$ cat config.mk
export PLATFORM = sky130hd
export DESIGN_NAME = vip_bit_morph_3x3_flat
export DESIGN_NICKNAME = d
export VERILOG_FILES = /design/src/rtl/vip_bit_morph_3x3_if.sv /design/src/rtl/vip_bit_morph_3x3.sv /design/src/flat_wrapper.sv
export SDC_FILE = /design/constraint.sdc
export NUM_CORES = 1
export LEC_CHECK = 0
export BUFFER_PORTS_ARGS = -buffer_cell sky130_fd_sc_hd__buf_4
export CORE_ASPECT_RATIO = 1.2
export CORE_UTILIZATION = 43
export CTS_CLUSTER_DIAMETER = 40
export DETAILED_ROUTE_END_ITERATION = 7
export PLACE_DENSITY = 0.56
export SLEW_MARGIN = 10
export SYNTH_ARGS = -nofsm -noshare
export SYNTH_HDL_FRONTEND = slang
export SYNTH_SLANG_ARGS = --single-unit
export TNS_END_PERCENT = 30
$ cat constraint.sdc
create_clock -name clk -period 29.8 [get_ports clk]
set_clock_uncertainty 0.15 [all_clocks]
set_input_delay 2.98 -clock clk [delete_from_list [all_inputs] [get_ports clk]]
set_output_delay 2.98 -clock clk [all_outputs]
set_load 0.005 [all_outputs]
$ cat src/rtl/vip_bit_morph_3x3_if.sv
// Pixel-stream bundle shared by the Sobel edge stage and the morphology stage.
//   frame_vsync : frame sync, active high; its rising edge marks a new frame
//   frame_href  : line valid
//   frame_clken : pixel enable; a pixel moves only when href & clken are both 1
//   img_bit     : 1-bit edge pixel
// Modports:
//   master : the side that drives the stream
//   slave  : the side that consumes the stream
// Flow control: the stream has no ready/backpressure signal. A pixel is transferred
// in every cycle where frame_href and frame_clken are both high, and the consumer
// must take it in that cycle.
interface vip_bit_morph_3x3_if;
  logic frame_vsync;
  logic frame_href;
  logic frame_clken;
  logic img_bit;

  modport master (output frame_vsync, frame_href, frame_clken, img_bit);
  modport slave  (input  frame_vsync, frame_href, frame_clken, img_bit);
endinterface

$ cat src/rtl/vip_bit_morph_3x3.sv
// 3x3 binary morphology (MODE 0 = dilate / OR of 9, MODE 1 = erode / AND of 9) on the
// 1-bit edge map coming out of the Sobel stage. Two internal 1-bit line buffers feed a
// 3x3 window; out-of-image taps are replaced by PAD (0 for dilate, 1 for erode).
// Ports:
//   clk          : pixel clock
//   rst          : synchronous reset, active high
//   per_frame    : input pixel stream (slave)
//   post_frame   : output pixel stream (master); sync signals are the input ones
//                  delayed 2 clk, img_bit is the morphology result (0 when href is 0)
//   line_overrun : sticky, set when a line in this frame exceeds IMG_WIDTH pixels;
//                  cleared on the next vsync rising edge
// Output pixel k of a line pairs with input pixel k, so the result is centred one
// pixel left and one line up from the pixel it is reported with.
module vip_bit_morph_3x3 #(
  parameter int IMG_WIDTH = 640,
  parameter bit MODE      = 1'b0
) (
  input  logic                clk,
  input  logic                rst,
  vip_bit_morph_3x3_if.slave  per_frame,
  vip_bit_morph_3x3_if.master post_frame,
  output logic                line_overrun
);

  localparam int            CW      = $clog2(IMG_WIDTH + 1);
  localparam int            AW      = (IMG_WIDTH > 1) ? $clog2(IMG_WIDTH) : 1;
  localparam logic [CW-1:0] COL_END = CW'(IMG_WIDTH);
  localparam logic [10:0]   ROW_SAT = 11'd2047;
  localparam logic          PAD     = MODE;

  logic                 vsync_d;
  logic                 href_d;
  logic                 vsync_rise;
  logic                 href_fall;
  logic                 accept;
  logic                 in_range;
  logic [CW-1:0]        col;
  logic [10:0]          row;
  logic [AW-1:0]        col_idx;
  logic [IMG_WIDTH-1:0] lb1;
  logic [IMG_WIDTH-1:0] lb2;
  logic                 lb1_rd;
  logic                 lb2_rd;
  // Window rows: top = two lines up (lb2), mid = previous line (lb1), bot = current.
  // Bit [2] is the newest column, bit [0] the oldest.
  logic [2:0]           win_top;
  logic [2:0]           win_mid;
  logic [2:0]           win_bot;
  logic                 pad_top;
  logic                 pad_mid;
  logic                 pad_c0;
  logic                 pad_c1;
  logic                 force_zero;
  logic                 acc_d1;
  logic [2:0]           col_pad;
  logic [8:0]           taps;
  logic [8:0]           pad9;
  logic [8:0]           eff;
  logic                 morph;
  logic                 bit_r;
  logic [1:0]           vsync_pipe;
  logic [1:0]           href_pipe;
  logic [1:0]           clken_pipe;

  assign vsync_rise = per_frame.frame_vsync & ~vsync_d;
  assign href_fall  = href_d & ~per_frame.frame_href;
  assign accept     = per_frame.frame_href & per_frame.frame_clken;
  assign in_range   = (col < COL_END);
  assign col_idx    = col[AW-1:0];

  // Buffer read; col == IMG_WIDTH is an overrun pixel and must not index the buffers.
  always_comb begin
    lb1_rd = 1'b0;
    lb2_rd = 1'b0;
    if (in_range) begin
      lb1_rd = lb1[col_idx];
      lb2_rd = lb2[col_idx];
    end
  end

  // Line buffers are never cleared; stale entries are hidden by the row-based pad mask.
  always_ff @(posedge clk) begin
    if (accept && in_range) begin
      lb2[col_idx] <= lb1_rd;
      lb1[col_idx] <= per_frame.img_bit;
    end
  end

  // Column/row position and overrun flag. Frame start beats every other update.
  always_ff @(posedge clk) begin
    if (rst) begin
      vsync_d      <= 1'b0;
      href_d       <= 1'b0;
      col          <= '0;
      row          <= '0;
      line_overrun <= 1'b0;
    end else begin
      vsync_d <= per_frame.frame_vsync;
      href_d  <= per_frame.frame_href;
      if (vsync_rise) begin
        col          <= '0;
        row          <= '0;
        line_overrun <= 1'b0;
      end else begin
        if (href_fall) begin
          col <= '0;
          if (row != ROW_SAT) begin
            row <= row + 11'd1;
          end
        end else if (accept && in_range) begin
          col <= col + CW'(1);
        end
        if (accept && !in_range) begin
          line_overrun <= 1'b1;
        end
      end
    end
  end

  // Stage 1: shift the window and register which taps fall outside the image.
  // An overrun pixel leaves the window alone and only flags its output as 0.
  always_ff @(posedge clk) begin
    if (rst) begin
      win_top    <= '0;
      win_mid    <= '0;
      win_bot    <= '0;
      pad_top    <= 1'b0;
      pad_mid    <= 1'b0;
      pad_c0     <= 1'b0;
      pad_c1     <= 1'b0;
      force_zero <= 1'b0;
      acc_d1     <= 1'b0;
    end else begin
      acc_d1 <= accept;
      if (accept) begin
        force_zero <= ~in_range;
        if (in_range) begin
          win_top <= {lb2_rd, win_top[2:1]};
          win_mid <= {lb1_rd, win_mid[2:1]};
          win_bot <= {per_frame.img_bit, win_bot[2:1]};
          pad_top <= (row < 11'd2);
          pad_mid <= (row == 11'd0);
          pad_c0  <= (col < CW'(2));
          pad_c1  <= (col == '0);
        end
      end
    end
  end

  // Column pad covers the two older columns at the start of a line, which also hides
  // whatever the window still holds from the end of the previous line.
  always_comb begin
    col_pad = {1'b0, pad_c1, pad_c0};
    taps    = {win_top, win_mid, win_bot};
    pad9    = {col_pad | {3{pad_top}}, col_pad | {3{pad_mid}}, col_pad};
    eff     = PAD ? (taps | pad9) : (taps & ~pad9);
    morph   = PAD ? (&eff) : (|eff);
  end

  // Stage 2: result register plus the matching 2-deep sync delay.
  always_ff @(posedge clk) begin
    if (rst) begin
      vsync_pipe <= '0;
      href_pipe  <= '0;
      clken_pipe <= '0;
      bit_r      <= 1'b0;
    end else begin
      vsync_pipe <= {vsync_pipe[0], per_frame.frame_vsync};
      href_pipe  <= {href_pipe[0], per_frame.frame_href};
      clken_pipe <= {clken_pipe[0], per_frame.frame_clken};
      bit_r      <= acc_d1 & ~force_zero & morph;
    end
  end

  assign post_frame.frame_vsync = vsync_pipe[1];
  assign post_frame.frame_href  = href_pipe[1];
  assign post_frame.frame_clken = clken_pipe[1];
  assign post_frame.img_bit     = bit_r;

endmodule

$ cat src/flat_wrapper.sv
// flat-port wrapper written by rule: the top's interface ports become plain ports
module vip_bit_morph_3x3_flat 
#(
  parameter int IMG_WIDTH = 640,
  parameter bit MODE      = 1'b0
)
  (clk, rst, line_overrun, per_frame_frame_vsync, per_frame_frame_href, per_frame_frame_clken, per_frame_img_bit, post_frame_frame_vsync, post_frame_frame_href, post_frame_frame_clken, post_frame_img_bit);
  vip_bit_morph_3x3_if per_frame_i ();
  vip_bit_morph_3x3_if post_frame_i ();
  input  logic clk;
  input  logic rst;
  output logic line_overrun;
  input wire logic [$bits(per_frame_i.frame_vsync)-1:0] per_frame_frame_vsync;
  input wire logic [$bits(per_frame_i.frame_href)-1:0] per_frame_frame_href;
  input wire logic [$bits(per_frame_i.frame_clken)-1:0] per_frame_frame_clken;
  input wire logic [$bits(per_frame_i.img_bit)-1:0] per_frame_img_bit;
  output wire logic [$bits(post_frame_i.frame_vsync)-1:0] post_frame_frame_vsync;
  output wire logic [$bits(post_frame_i.frame_href)-1:0] post_frame_frame_href;
  output wire logic [$bits(post_frame_i.frame_clken)-1:0] post_frame_frame_clken;
  output wire logic [$bits(post_frame_i.img_bit)-1:0] post_frame_img_bit;
  assign per_frame_i.frame_vsync = per_frame_frame_vsync;
  assign per_frame_i.frame_href = per_frame_frame_href;
  assign per_frame_i.frame_clken = per_frame_frame_clken;
  assign per_frame_i.img_bit = per_frame_img_bit;
  assign post_frame_frame_vsync = post_frame_i.frame_vsync;
  assign post_frame_frame_href = post_frame_i.frame_href;
  assign post_frame_frame_clken = post_frame_i.frame_clken;
  assign post_frame_img_bit = post_frame_i.img_bit;
  vip_bit_morph_3x3 #(.IMG_WIDTH(IMG_WIDTH), .MODE(MODE)) u_core (.clk(clk), .rst(rst), .per_frame(per_frame_i), .post_frame(post_frame_i), .line_overrun(line_overrun));
endmodule
### After elaboration in Yosys (flattened, before gate mapping)

Index checks and enable logic that the tools add are counted.

| cells by class | value |
|---|---|
| add/sub/neg operators | 2 |
| $lt $le $gt $ge | 5 |
| equal/unequal tests | 1 |
| muxes and demuxes | 9 |
| bitwise logic cells | 13 |
| reduce and logical (&&, ||, !) cells | 11 |

Operators with widths:

| cell | count |
|---|---|
| 640-bit bitwise mux | 2 |
| 1-bit binary-select mux with 10-bit select | 2 |
| 11-bit by 1-bit adder with 11-bit output (second input constant) | 1 |
| 11-bit logical NOT | 1 |
| 10-bit by 11-bit less-than comparator with 1-bit output (second input constant) | 1 |
| 11-bit by 2-bit less-than comparator with 1-bit output (second input constant) | 1 |
| 11-bit != test (second input constant) | 1 |
| 10-bit by 1-bit adder with 10-bit output (second input constant) | 1 |
| 1-bit demux with 10-bit select | 1 |
| 10-bit by 1-bit greater-or-equal comparator with 1-bit output (second input constant) | 1 |
| 10-bit logical NOT | 1 |
| 10-bit less-than comparator (second input constant) | 1 |
| 10-bit by 2-bit less-than comparator with 1-bit output (second input constant) | 1 |
| 9-bit bitwise AND | 1 |
| 9-bit inverter | 1 |
| 9-bit OR reduction | 1 |
| 2-bit by 3-bit OR with 3-bit output | 2 |
| 1-bit bitwise AND | 5 |
| 1-bit 2-to-1 mux | 4 |
| 1-bit inverter | 4 |
| 2-bit AND reduction | 2 |
| 1-bit logical AND | 3 |
| 3-bit OR reduction | 1 |
| 2-bit OR reduction | 1 |
| 1-bit logical NOT | 1 |

| word-level totals | value |
|---|---|
| bits in registers | 1,326 |
| bits of input ports | 6 |
| output and inout bits | 5 |
| word-level logic and storage cells | 61 |

### Longest topological paths before layout

Gate-level depths: netlist of the first run.

| logic depth | value |
|---|---|
| word-level depth | 5 |
| gate-level depth with buffers | 13 |
| gate-level depth less buffers | 8 |

### Worst setup path after synthesis of the first run

No wires, ideal clock.

| timing path | value |
|---|---|
| kind | reg-to-reg |
| from | register u_core.col[0] |
| to | register u_core.lb2[0], data pin |
| library setup time | 1.757 ns |
| arrival time | 9.580 ns |
| required time | 27.893 ns |
| path slack | 18.313 ns |
| cell stages (with the launch flop) | 12 |
| path buffers | 4 |
| clock period less this slack | 11.487 ns |
| cells stage by stage | dfxtp_1 buf_4 buf_6 buf_6 nand4b_2 buf_2 o211ai_1 nor3_1 a32oi_1 a32oi_1 a211o_1 nand2_1 |

| on the way | value |
|---|---|
| elaborated cells between the ends (all ways) | 10 |
| classes of those cells | order compare: 3; mux: 6; reduce/logical: 1 |

RTL lines:

| element | line | RTL |
|---|---|---|
| start: declaration | vip_bit_morph_3x3.sv:37 | `logic [CW-1:0] col;` |
| start signal: assignment | vip_bit_morph_3x3.sv:111 | `col <= col + CW'(1);` |
| 1-bit binary-select mux with 10-bit select | vip_bit_morph_3x3.sv:76 | `lb1_rd = lb1[col_idx];` |
| 1-bit 2-to-1 mux (not written as such) | vip_bit_morph_3x3.sv:76 |  |
| 1-bit 2-to-1 mux (*) | vip_bit_morph_3x3.sv:75 | `if (in_range) begin` |
| named net u_core.lb1_rd | vip_bit_morph_3x3.sv:42 | `logic lb1_rd;` |
| 640-bit bitwise mux (*) | vip_bit_morph_3x3.sv:84 | `lb2[col_idx] <= lb1_rd;` |
| end signal: indexed assignment | vip_bit_morph_3x3.sv:84 |  |
| end: declaration | vip_bit_morph_3x3.sv:41 | `logic [IMG_WIDTH-1:0] lb2;` |

The timed path passes the listed nets; every way through them passes the cells marked *. The select of a mux whose other input is x is not followed.
A chain may end at the register's enable or synchronous reset.

### Final worst setup path of the first run

| timing path | value |
|---|---|
| from | register u_core.col[1] |
| to | register u_core.lb2[277], data pin |

Same word-level chain as after synthesis.

==> impl_metrics.py, run 1 <==
metrics = {
    "floorplan": {
        "rows": 142,
        "die_h_um": 391,
        "num_io_pins": 11,
        "die_area_mm2": 0.128,
        "initial_utilization": 0.434,
        "die_w_um": 326,
        "core_mm2": 0.125,
    },
    "synthesis": {
        "synthFlopType": "edfxtp_1",
        "syn-cell-area_mm2": 0.0542,
        "ys_seq_elements": 1324,
        "ys.warnings.count": 0,
        "synth_edf_count": 1280,
        "syn_inst": 3553,
        "yosysUniqueCellTypes": 70,
        "syn_nets": 3565,
        "yosysSeqAreaShare": 0.725,
        "synth.avg_cell_area_um2": 15.3,
        "async_flop_share": 0,
    },
    "placement": {
        "post-place-cells": 5068,
        "io_buffers": 10,
        "post-place-ws_ns": 22.83,
        "place.gp.congestion": 0.864,
        "place_hpwl_um": 103000,
    },
    "setup_path": {
        "crit_type": "flop to flop",
        "cp_max_fo": 242,
        "required_ns": 29.94,
        "r2r_cells": 10,
        "start_kind": "flop",
        "worst_setup_path_end_kind": "flop",
        "crit_arrival_ns": 7.38,
    },
    "sta": {
        "min_period_ns": 7.23,
        "worstMarginPinSlew_ns": 1.27,
        "final-setup-viol-count": 0,
        "fmax_mhz": 138,
        "rsz0062_at_grt": "no",
        "fin_crit_sh": 0.243,
        "setup_ws_ns": 22.57,
        "drv_slew": 0,
        "finalHoldViolCount": 0,
        "slew_headroom": 0.150,
        "fin_setup_tns_ns": 0,
    },
    "cells_and_area": {
        "syn_to_final_growth_pct": 12.8,
        "final_common_cell": "edfxtp_1",
        "fin_cells": 5349,
        "drive_gt1_frac": 0.133,
        "fin_nets": 3581,
        "mostFrequentLayoutCells": "edfxtp_1 (1280), nor2_1 (716), mux2i_1 (447)",
    },
    "power": {
        "ir_drop_mv": 0.0602,
        "cellLeakagePower_nw": 17.6,
        "total_power_mw": 4.02,
        "power_density_mw_per_mm2": 65.7,
    },
    "global_routing": {
        "grt_pass1_wl_um": 238000,
        "grtUsageTotal": 0.266,
        "grt_max_degree": 243,
        "overflow": 0,
        "antenna_found_initial": 3,
        "grt_pass1_vias": 32400,
    },
    "cts": {
        "cts_buffers": 155,
        "cts_max_level": 4,
        "cts.sinks": 1324,
        "postCtsHoldBufs": 0,
        "clock_path_buffers": 3,
        "cts-resized-gates": 0,
        "post_cts_buffers": 0,
        "cts_root_buf": "clkbuf_16",
        "worstSkewPairLatency_ns": 0.79,
        "cts_tree": "built",
        "clkTransAtPathRegs_ns": 0.06,
    },
    "run": {
        "max-cap-violations": 0,
    },
    "route": {
        "antenna_left": 0,
        "wire_per_inst_um": 31.9,
        "drc": 0,
        "drtPass1Iterations": 6,
        "drt_iter0_markers": 3670,
        "totalWireLength_um": 170000,
        "num_vias": 32300,
        "via_per_inst": 6.05,
    },
    "worst_hold_path": {
        "holdPathStages": 2,
        "hold_class": "flop to flop",
    },
    "status": {
        "status": "completed",
    },
}
-- cell usage after synthesis, types with 7 or more instances --
| cell type | count | area [µm²] |
|---|---|---|
| mux2_2 | 31 | 349 |
| o22ai_1 | 181 | 1130 |
| nor2b_1 | 12 | 75.1 |
| dfxtp_1 | 44 | 881 |
| a22oi_1 | 23 | 173 |
| mux2i_1 | 447 | 4470 |
| a21oi_1 | 22 | 110 |
| a221oi_1 | 9 | 78.8 |
| and2_1 | 7 | 43.8 |
| nand2_1 | 88 | 330 |
| clkbuf_1 | 130 | 488 |
| xnor2_1 | 8 | 70.1 |
| mux4_2 | 72 | 1620 |
| nor4_1 | 36 | 225 |
| o21ai_0 | 41 | 205 |
| a211oi_1 | 14 | 105 |
| nand3_1 | 58 | 290 |
| nor3_1 | 34 | 170 |
| nand4_1 | 7 | 43.8 |
| buf_4 | 46 | 345 |
| o211ai_1 | 10 | 75.1 |
| edfxtp_1 | 1280 | 38400 |
| o2bb2ai_1 | 7 | 61.3 |
| nor2_1 | 716 | 2690 |
| buf_1 | 15 | 56.3 |
| or4_1 | 7 | 52.6 |
| a222oi_1 | 13 | 130 |
| inv_1 | 13 | 48.8 |
| buf_6 | 18 | 203 |
| buf_2 | 60 | 300 |
-- metrics by stage --
step                      utilization  hold WS, ns  instance area [µm²]
final                           0.490        0.285                61100
after global routing            0.490        0.312                61100
after CTS                       0.490        0.293                61100
after detailed placement        0.449        0.284                56100
after global placement          0.449        0.281                56100
after floorplan                     -        0.247                54200
-- critical path, cell delays in order (launching register included) --
cell,delay [ns]
dfxtp_4,0.89
buf_12,0.57
buf_4,0.85
mux2i_1,0.31
o22ai_1,0.10
or4_1,0.57
nor4_1,0.33
a211oi_1,0.18
nor4_2,0.88
nand2_8,0.78
buf_12,0.56
-- cell type report --
class	instances	area (µm²)
Sequential cell	1324	39300
Inverter	13	48.8
Multi-Input combinational cell	1947	13600
Clock buffer	189	4090
Timing Repair Buffer	128	1030
Clock inverter	91	1010
Antenna cell	1	2.50
Tap cell	1656	2070
Fill cell	10500	63800
-- per-layer routing --
layer	global-route usage	vias up	wire, µm
met5	0	-	7
met4	0.123	2	7750
met3	0.0424	326	12200
met2	0.449	1468	84900
met1	0.335	16900	65700
li1	-	13700	-
-- path summary, 6_finish.rpt --
check,from,endpoint,slack [ns]
min,u_core.acc_d1,u_core.post_frame.img_bit,0.29
max,u_core.col[1],u_core.lb2[277],22.57
min reg2reg,u_core.acc_d1,u_core.post_frame.img_bit,0.29
max reg2reg,u_core.col[1],u_core.lb2[277],22.57
-- logic make-up (layout without fill, tap and decap cells) --
group	Yosys count	count (layout)	share of synthesized area
simple gates	1008	1008	0.0800
buf+inv	282	421	0.0266
compound gates	369	369	0.0458
flops	1324	1324	0.725
fa+ha+maj	6	6	0.00138
xor+xnor	14	14	0.00226
other cells	0	1	0
mux	550	550	0.119
-- report_power, final --
part / total (mW) / internal [mW] / switching (mW)
combinational: 0.0750 / 0.0174 / 0.0576
sequential: 2.05 / 2.05 / 0.00214
clock: 1.89 / 1.12 / 0.767
total: 4.02 / 3.19 / 0.827
-- registers in the layout, summed over array words and instances, names as in the netlist, 2 cells and up --
register / flops
u_core.href_pipe: 2
u_core.lb1: 640
u_core.win_mid: 3
u_core.clken_pipe: 2
u_core.row: 11
u_core.win_bot: 3
u_core.vsync_pipe: 2
u_core.col: 10
u_core.lb2: 640
u_core.win_top: 3
No activity file was read; power rests on OpenSTA's default activity.
==> run 2: changes to the inputs <==
- clock period: 29.8 -> 6.7 ns (I/O delays scaled with it)
==> run 2 against run 1 <==
Net effect:
- the run now ends with slew limit left
- core utilization rose by 0.42 points
- non-clock buffer count rose by 19
- largest cell class unchanged
- clock power rose to 4.6 times the previous value
- setup slack got worse by 22 ns
- die area did not move
- hold slack got worse by 0.19 ns
==> impl_metrics.py, run 2 (synthesis results as in run 1) <==
metrics = {
    "status": {
        "status": "finished with violations",
        "failed_checks": "slew limit",
    },
    "sta": {
        "finalHoldViolCount": 0,
        "drv_slew": 167,
        "fin_crit_sh": 0.873,
        "final-setup-viol-count": 0,
        "min_period_ns": 5.85,
        "worstMarginPinSlew_ns": 1.69,
        "slew_headroom": -0.128,
        "rsz0062_at_grt": "no",
        "fmax_mhz": 171,
        "fin_setup_tns_ns": 0,
    },
    "setup_path": {
        "worst_setup_path_end_kind": "flop",
        "crit_slowest_cell": "dfxtp_2",
        "r2r_cells": 10,
        "timing.rr.end": "u_core.lb2[366]",
        "cpMostUsedCell": "buf_4",
        "start_kind": "flop",
        "crit_type": "flop to flop",
        "path_cells": "buf_4, or4b_2, buf_4, o22ai_1, nor3_1, nand3_1, and4_1, nor4_2, nand2_8, buf_12",
        "required_ns": 6.68,
        "crit_start": "u_core.col[2]",
        "reg2reg_from": "u_core.col[2]",
        "crit_arrival_ns": 5.83,
        "crit_end": "u_core.lb2[366]",
        "r2r_setup_slack_ns": 0.85,
        "cp_max_fo": 257,
        "cp_slowest_stage_delay_ns": 0.81,
    },
    "run": {
        "max-cap-violations": 0,
    },
    "cells_and_area": {
        "syn_to_final_growth_pct": 13.7,
        "fillers": 10600,
        "fin_area_mm2": 0.0617,
        "top_regs": "u_core.lb1 (640), u_core.lb2 (640), u_core.row (11)",
        "mostFrequentLayoutCells": "edfxtp_1 (1280), nor2_1 (716), mux2i_1 (447)",
        "final_common_cell": "edfxtp_1",
        "fin_nets": 3602,
        "drive_gt1_frac": 0.145,
    },
    "global_routing": {
        "grt_pass1_vias": 32300,
        "antenna_found_initial": 3,
        "grt_pass1_wl_um": 241000,
        "grtUsageTotal": 0.270,
        "grt_max_degree": 265,
        "overflow": 0,
    },
    "route": {
        "num_vias": 32500,
        "drc": 0,
        "via_per_inst": 6.04,
        "drt_iter0_markers": 4087,
        "antenna_left": 0,
        "wire_per_inst_um": 32.1,
        "totalWireLength_um": 173000,
        "drtPass1Iterations": 7,
    },
    "cts": {
        "postCtsHoldBufs": 3,
        "clock_path_buffers": 3,
        "cts_tree": "built",
        "clkTransAtPathRegs_ns": 0.06,
        "post_cts_buffers": 0,
        "cts-resized-gates": 0,
        "cts_buffers": 157,
        "cts_max_level": 4,
        "worstSkewPairLatency_ns": 0.80,
        "cts_root_buf": "clkbuf_16",
        "cts.sinks": 1324,
    },
    "worst_hold_path": {
        "hold_class": "primary input to flop",
    },
    "placement": {
        "io_buffers": 10,
        "placed_area_mm2": 0.0563,
        "place.gp.congestion": 0.907,
        "place_hpwl_um": 106000,
    },
    "power": {
        "ir_drop_mv": 0.315,
        "cellLeakagePower_nw": 17.9,
        "power_density_mw_per_mm2": 295,
        "p_int_mw": 14.3,
        "switchingPower_mw": 3.88,
        "power_frac_comb": 0.019,
        "sw_frac_of_total": 0.213,
        "pwr-share-clk": 0.481,
        "power_frac_seq": 0.500,
    },
    "floorplan": {
        "die_h_um": 391,
        "initial_utilization": 0.434,
        "core_mm2": 0.125,
        "rows": 142,
        "die_area_mm2": 0.128,
        "num_io_pins": 11,
        "die_w_um": 326,
    },
}
run 2: cell count changes in the layout (fill, tap and decap cells not counted), sizes merged:
| cell | before | now |
|---|---|---|
| dlygate4sd3 | 0 | 3 |
| clkinvlp | 17 | 15 |
| buf | 128 | 144 |
| bufinv | 16 | 17 |
| clkinv | 44 | 50 |
| clkbuf | 189 | 177 |
| inv | 27 | 47 |
run 2: worst min path at each step:
stage,start,to,slack (ns),cells after the start
floorplan,u_core.acc_d1,u_core.post_frame.img_bit,0.25,2
global placement,u_core.clken_pipe[0],u_core.clken_pipe[1],0.28,1
detailed placement,u_core.clken_pipe[0],u_core.clken_pipe[1],0.28,1
CTS,rst,u_core.pad_c0,0.05,2
global route,rst,u_core.vsync_pipe[1],0.07,2
finish,rst,u_core.force_zero,0.09,2
run 2: power by group through the flow:
stage / registers (mW) / logic, mW / clock network, mW
2_1_floorplan: 9.30 / 0.169 / 0
3_3_place_gp: 9.29 / 0.341 / 0
3_5_place_dp: 9.29 / 0.342 / 0
4_1_cts: 9.11 / 0.344 / 8.86
5_1_grt: 9.11 / 0.363 / 9.17
6_report: 9.12 / 0.342 / 8.76
run 2: routing by layer:
layer  up-vias  global-route usage  routed length [µm]
li1      13700                   -                   -
met1     16800               0.337               65800
met2      1586               0.445               83900
met3       393              0.0494               13000
met4         2               0.151               10000
met5         -                   0                  14
run 2: cell type report:
| class | count | area, µm² | share of cell area |
|---|---|---|---|
| Sequential cell | 1324 | 39300 | 0.638 |
| Multi-Input combinational cell | 1947 | 13600 | 0.220 |
| Clock buffer | 177 | 4090 | 0.0663 |
| Tap cell | 1656 | 2070 | 0.0336 |
| Clock inverter | 116 | 1290 | 0.0209 |
| Timing Repair Buffer | 147 | 1260 | 0.0204 |
| Inverter | 13 | 48.8 | 0.000791 |
| Antenna cell | 1 | 2.50 | 0.0000406 |
run 2: through the flow:
step	hold slack [ns]	instances	util	power (mW)	setup slack, ns
after floorplan	0.247	3553	-	9.47	1.46
after global placement	0.278	5084	0.450	9.63	1.57
after detailed placement	0.280	5084	0.450	9.63	1.56
after CTS	0.0495	5380	0.494	18.3	1.51
after global routing	0.0743	5380	0.494	18.6	1.24
final	0.0939	5381	0.494	18.2	0.848
run 2: critical path, delay by kind of cell (launching register included):
| kind | cells | cell delay [ns] |
|---|---|---|
| buffers and inverters | 3 | 1.05 |
| flip-flops | 1 | 0.81 |
| AO/OA/AOI/OAI | 1 | 0.14 |
| AND/OR/NAND/NOR | 6 | 2.38 |
